File: config.mk
export PLATFORM = sky130hd
export DESIGN_NAME = i2s_rx
export DESIGN_NICKNAME = d
export VERILOG_FILES = /design/src/rtl/i2s_pkg.sv /design/src/rtl/i2s_in_sync.sv /design/src/rtl/i2s_rx.sv
export SDC_FILE = /design/constraint.sdc
export NUM_CORES = 1
export LEC_CHECK = 0
export CAP_MARGIN = 5
export CORE_ASPECT_RATIO = 0.8
export CORE_UTILIZATION = 60
export DETAILED_ROUTE_END_ITERATION = 7
export DONT_BUFFER_PORTS = 1
export GPL_ROUTABILITY_DRIVEN = 0
export PLACE_DENSITY = 0.76
export SKIP_LAST_GASP = 1
export SYNTH_ARGS = -nofsm -noshare
export SYNTH_HDL_FRONTEND = slang
export SYNTH_SLANG_ARGS = --single-unit
File: constraint.sdc
create_clock -name clk -period 3.7 [get_ports clk]
set_input_delay 0.555 -clock clk [delete_from_list [all_inputs] [get_ports clk]]
set_output_delay 0.555 -clock clk [all_outputs]
set_load 0.05 [all_outputs]
File: src/rtl/i2s_pkg.sv
// i2s_pkg: definitions shared by the I2S receiver and transmitter.
//   i2s_state_t        : receiver word-tracking states
//   BCK_CLK            : clk cycles per nominal BCK period
//   LRCK_CLK           : clk cycles per nominal LRCK (frame) period
//   DEF_SLOT_WIDTH     : default BCK periods per channel slot
package i2s_pkg;

  typedef enum logic [1:0] {
    HUNT  = 2'd0,
    LEFT  = 2'd1,
    RIGHT = 2'd2
  } i2s_state_t;

  localparam int unsigned BCK_CLK        = 24;
  localparam int unsigned LRCK_CLK       = 1536;
  localparam int unsigned DEF_SLOT_WIDTH = 32;

endpackage

File: src/rtl/i2s_in_sync.sv
// i2s_in_sync: 2-FF synchronizer for one asynchronous input bit, with an
// optional rising-edge detector on the synchronized value.
//   clk      in  system clock
//   reset_n  in  synchronous active-low reset
//   i_d      in  asynchronous input
//   o_q      out synchronized level
//   o_rise   out one-clk pulse on a synchronized rising edge (0 if EDGE_DET=0)
module i2s_in_sync #(
  parameter bit EDGE_DET = 1'b0
) (
  input  logic clk,
  input  logic reset_n,
  input  logic i_d,
  output logic o_q,
  output logic o_rise
);

  logic r_s1;
  logic r_s2;

  always_ff @(posedge clk) begin
    if (!reset_n) begin
      r_s1 <= 1'b0;
      r_s2 <= 1'b0;
    end else begin
      r_s1 <= i_d;
      r_s2 <= r_s1;
    end
  end

  assign o_q = r_s2;

  generate
    if (EDGE_DET) begin : g_edge
      logic r_s3;
      always_ff @(posedge clk) begin
        if (!reset_n) r_s3 <= 1'b0;
        else          r_s3 <= r_s2;
      end
      assign o_rise = r_s2 & ~r_s3;
    end else begin : g_no_edge
      assign o_rise = 1'b0;
    end
  endgenerate

endmodule

File: src/rtl/i2s_rx.sv
// i2s_rx: slave-mode I2S (Philips, MSB first, 1-bit delay) stereo receiver.
//   clk        in  system clock
//   reset_n    in  synchronous active-low reset
//   BCK        in  bit clock (async)
//   LRCK       in  word select (async), 0 = left, 1 = right
//   DATA       in  serial data (async)
//   out_left   out signed left sample (first OUT_WIDTH bits of the word)
//   out_right  out signed right sample
//   out_valid  out one-clk pulse when a new pair is presented
//   frame_err  out one-clk pulse on a malformed channel word
module i2s_rx
  import i2s_pkg::*;
#(
  parameter int unsigned OUT_WIDTH  = 24,
  parameter int unsigned SLOT_WIDTH = DEF_SLOT_WIDTH
) (
  input  logic                 clk,
  input  logic                 reset_n,
  input  logic                 BCK,
  input  logic                 LRCK,
  input  logic                 DATA,
  output logic [OUT_WIDTH-1:0] out_left,
  output logic [OUT_WIDTH-1:0] out_right,
  output logic                 out_valid,
  output logic                 frame_err
);

  logic w_bck_rise;
  logic w_lrck;
  logic w_data;
  logic w_bck_q_unused;
  logic w_lrck_rise_unused;
  logic w_data_rise_unused;

  i2s_in_sync #(.EDGE_DET(1'b1)) u_sync_bck (
    .clk(clk), .reset_n(reset_n), .i_d(BCK),  .o_q(w_bck_q_unused), .o_rise(w_bck_rise)
  );
  i2s_in_sync #(.EDGE_DET(1'b0)) u_sync_lrck (
    .clk(clk), .reset_n(reset_n), .i_d(LRCK), .o_q(w_lrck), .o_rise(w_lrck_rise_unused)
  );
  i2s_in_sync #(.EDGE_DET(1'b0)) u_sync_data (
    .clk(clk), .reset_n(reset_n), .i_d(DATA), .o_q(w_data), .o_rise(w_data_rise_unused)
  );

  i2s_state_t           r_state;
  i2s_state_t           w_state_nxt;
  logic                 r_bck_rise;
  logic                 r_lr_prev;
  logic [5:0]           r_bit_cnt;
  logic [OUT_WIDTH-1:0] r_word;
  logic [OUT_WIDTH-1:0] r_left_hold;
  logic [OUT_WIDTH-1:0] r_out_left;
  logic [OUT_WIDTH-1:0] r_out_right;
  logic                 r_valid;
  logic                 r_err;
  logic                 w_trans;
  logic                 w_well;
  logic                 w_valid_nxt;
  logic                 w_err_nxt;
  logic                 w_latch_left;

  // Receive actions run one clk after the synchronized edge; LRCK/DATA are
  // still well inside their stable window at that point.
  assign w_trans = r_bck_rise && (w_lrck != r_lr_prev);
  assign w_well  = (r_bit_cnt == 6'(SLOT_WIDTH - 1));

  always_ff @(posedge clk) begin
    if (!reset_n) r_state <= HUNT;
    else          r_state <= w_state_nxt;
  end

  // Transitions alternate, so LEFT only ever sees a rising one and RIGHT
  // only a falling one.
  always_comb begin
    w_state_nxt  = r_state;
    w_valid_nxt  = 1'b0;
    w_err_nxt    = 1'b0;
    w_latch_left = 1'b0;
    if (w_trans) begin
      case (r_state)
        HUNT: begin
          if (!w_lrck) w_state_nxt = LEFT;
        end
        LEFT: begin
          if (w_lrck) begin
            if (w_well) begin
              w_latch_left = 1'b1;
              w_state_nxt  = RIGHT;
            end else begin
              w_err_nxt   = 1'b1;
              w_state_nxt = HUNT;
            end
          end
        end
        RIGHT: begin
          if (!w_lrck) begin
            if (w_well) w_valid_nxt = 1'b1;
            else        w_err_nxt   = 1'b1;
            w_state_nxt = LEFT;
          end
        end
        default: w_state_nxt = HUNT;
      endcase
    end
  end

  always_ff @(posedge clk) begin
    if (!reset_n) begin
      r_bck_rise  <= 1'b0;
      r_lr_prev   <= 1'b0;
      r_bit_cnt   <= '0;
      r_word      <= '0;
      r_left_hold <= '0;
      r_out_left  <= '0;
      r_out_right <= '0;
      r_valid     <= 1'b0;
      r_err       <= 1'b0;
    end else begin
      r_bck_rise <= w_bck_rise;
      r_valid    <= w_valid_nxt;
      r_err      <= w_err_nxt;
      if (w_latch_left) r_left_hold <= r_word;
      if (w_valid_nxt) begin
        r_out_left  <= r_left_hold;
        r_out_right <= r_word;
      end
      if (r_bck_rise) begin
        if (w_trans) begin
          // This edge carries the previous word's LSB; start a fresh word.
          r_word    <= '0;
          r_bit_cnt <= '0;
          r_lr_prev <= w_lrck;
        end else begin
          // Bits past OUT_WIDTH match no index and are dropped.
          for (int unsigned i = 0; i < OUT_WIDTH; i++) begin
            if (r_bit_cnt == 6'(OUT_WIDTH - 1 - i)) r_word[i] <= w_data;
          end
          if (r_bit_cnt != 6'd63) r_bit_cnt <= r_bit_cnt + 6'd1;
        end
      end
    end
  end

  assign out_left  = r_out_left;
  assign out_right = r_out_right;
  assign out_valid = r_valid;
  assign frame_err = r_err;

endmodule

==> results.txt <==
Worst-path clk slew = 0.06 ns
NetSw = 0.623 mW
post-route design area = 5240 µm²
Post-synth EDFFs = 0
dominant cells by area after synthesis = dfxtp_1 49%, mux2i_1 16%, nand2_1 8.1%
initial antenna violation count = 0
Num CTS Buffers = 17
first-pass GRT wire length = 15.3 mm
Port Buf Inserts = 0
mean post-synth cell area = 9.58 µm²
CTS tree = yes
Buf+Inv Stages, Crit Path = 1
Clk pwr share = 0.566
gr usage total = 0.250
Final setup viols = 0
Critical Path Max Stage Delay = 0.63 ns
register share of total power = 0.427
Pwr Density = 558 nW/µm²
RSZ-0062 raised after global routing = false
internal power = 2.30 mW
Critical Path AT = 2.73 ns
Crit. End Element = register
cell depth of the worst setup path = 5
share of layout cells above drive strength 1 = 0.0934
post-CTS setup buffer count = 0
Die Ht = 80.9 µm
Seq cells post-synth = 115
Congestion Overflow GR = 0
Netlist cell types = 43
# H-tree levels = 4
crit-path cells = ha_1, nand4_4, nor3_4, buf_4, mux2i_1
root buffer cell = clkbuf_8
Final Critical Period = 2.30 ns
Die Area = 8130 µm²
delay-heaviest family, CP = buffers and inverters
Slew Limit Headroom = 0.289
routed length per instance = 16.3 µm
# resized after CTS = 0
ys flop type = dfxtp_1
core area = 7460 µm²
Post-Route WL = 9.56 mm
CTS max path bufs = 2
count of pins over their slew limit = 0
clk_lat worst skew = 0.52 ns
synth warn = 0
largest net degree at the start of global routing = 116
crit start category = register
Critical Path RT = 4.13 ns
Final Hold Vio Count = 0
asr flop ratio synth = 0
Hold WS = 0.163 ns
placed inst area = 4640 µm²
VDD IR-drop max = 0.352 mV
Mapped Nets = 501
Design Power = 2.93 mW
Seq/Total Area, Yosys = 0.494
Synth Instances = 487
Max FO, Critical Path = 48
Pleak = 1.75 nW
Nets = 483
TritonRoute pass-1 iters = 5
status = finished clean
Hold WC Path Type = in2reg
clock sink count = 115
DR vias = 3,408
Ports = 55
r2r setup slk = 1.40 ns
hold path depth = 1
critical path class = reg2reg
Via density = 5.81
setup tns final = 0 ns
DR iter-0 viols = 278
fin util = 0.702
slowest CP cell = buf_4
Max Cap Violations = 0
Starting Density = 0.625
Hold Buf Count CTS = 0
Max Fclk = 435 MHz
cell with the most instances after synthesis = dfxtp_1
Antenna Nets Post-Route = 0
# diodes = 0
DP HPWL = 5.85 mm
Commonest cells post-synth = 115 x dfxtp_1, 101 x nand2_1, 75 x mux2i_1
post-synth top area cell = dfxtp_1
DRC viols = 0
Clock Skews = 0.00979 ns
Rows = 28
combinational power share = 0.007
P&R area growth vs syn = 12.4%
Netlist Area Pre-Place = 4660 µm²
Least-Margin Pin Slew = 1.07 ns
vias in the first global route = 3,161
Synth top area share = 0.494
chip width = 101 µm
Period Utilization, post-route = 0.621
sw frac = 0.213
worst r2r path cells = 5
cell usage in the layout, fill, tap and decap left out, types with 4 or more instances in the layout:
master,n
a21oi_1,26
and2_1,7
clkbuf_16,16
clkinvlp_4,4
dfxtp_1,115
ha_1,9
inv_1,7
inv_6,4
mux2i_1,75
nand2_1,101
nand3b_1,7
nand4_1,26
nor2_1,6
o21ai_0,24
or3b_2,5
final timing paths:
check | startpoint | to
min | DATA | u_sync_data.r_s1
min reg2reg | u_sync_bck.g_edge.r_s3 | r_bck_rise
max reg2reg | r_bit_cnt[0] | out_right[6]
max | r_bit_cnt[0] | out_right[6]
cells by family (layout without fill, tap and decap cells):
kind of cell / Yosys count / count (layout) / synth area share
AOI/OAI and AO/OA: 61 / 61 / 0.0738
xor gates and xnor gates: 1 / 1 / 0.00188
adders and majority gates: 9 / 9 / 0.0241
buffers and inverters: 47 / 42 / 0.0459
DFF: 115 / 115 / 0.494
muxes: 76 / 76 / 0.163
and+or+nand+nor: 178 / 178 / 0.197
cell type report:
cell class                      count  area, µm²
Clock buffer                       19        432
Inverter                            7       26.3
Sequential cell                   115       2300
Fill cell                         543       2220
Clock inverter                     13        173
Timing Repair Buffer                3       22.5
Multi-Input combinational cell    325       2150
Tap cell                          105        131
through the flow:
stage / instances / setup WS, ns
after floorplan: 487 / 1.92
after detailed placement: 555 / 1.45
final: 587 / 1.40
after global placement: 555 / 1.54
after CTS: 587 / 1.43
after global routing: 587 / 1.25
sequential cells by signal, indices dropped and copies added, names as in the netlist:
| signal | count |
|---|---|
| u_sync_bck.o_q | 1 |
| u_sync_bck.g_edge.r_s3 | 1 |
| u_sync_data.o_q | 1 |
| r_bck_rise | 1 |
| r_word | 24 |
| r_lr_prev | 1 |
| u_sync_lrck.o_q | 1 |
| r_left_hold | 24 |
| out_valid | 1 |
| r_bit_cnt | 6 |
| r_state | 2 |
| out_left | 24 |
| out_right | 24 |
| u_sync_bck.r_s1 | 1 |
| u_sync_data.r_s1 | 1 |
| frame_err | 1 |
| u_sync_lrck.r_s1 | 1 |
power by group through the flow:
stage	clock network (mW)	registers [mW]	logic [mW]
3_3_place_gp	0	1.28	0.0191
5_1_grt	1.73	1.25	0.0210
3_5_place_dp	0	1.28	0.0192
4_1_cts	1.67	1.25	0.0190
2_1_floorplan	0	1.27	0.0339
6_report	1.66	1.25	0.0191
routing by layer:
metal / track usage / share of wire
met1: 0.313 / 0.46
met2: 0.395 / 0.46
met3: 0.0878 / 0.070
met4: 0.100 / 0.014
met5: 0 / 0
No activity file was read; power rests on OpenSTA's default activity.
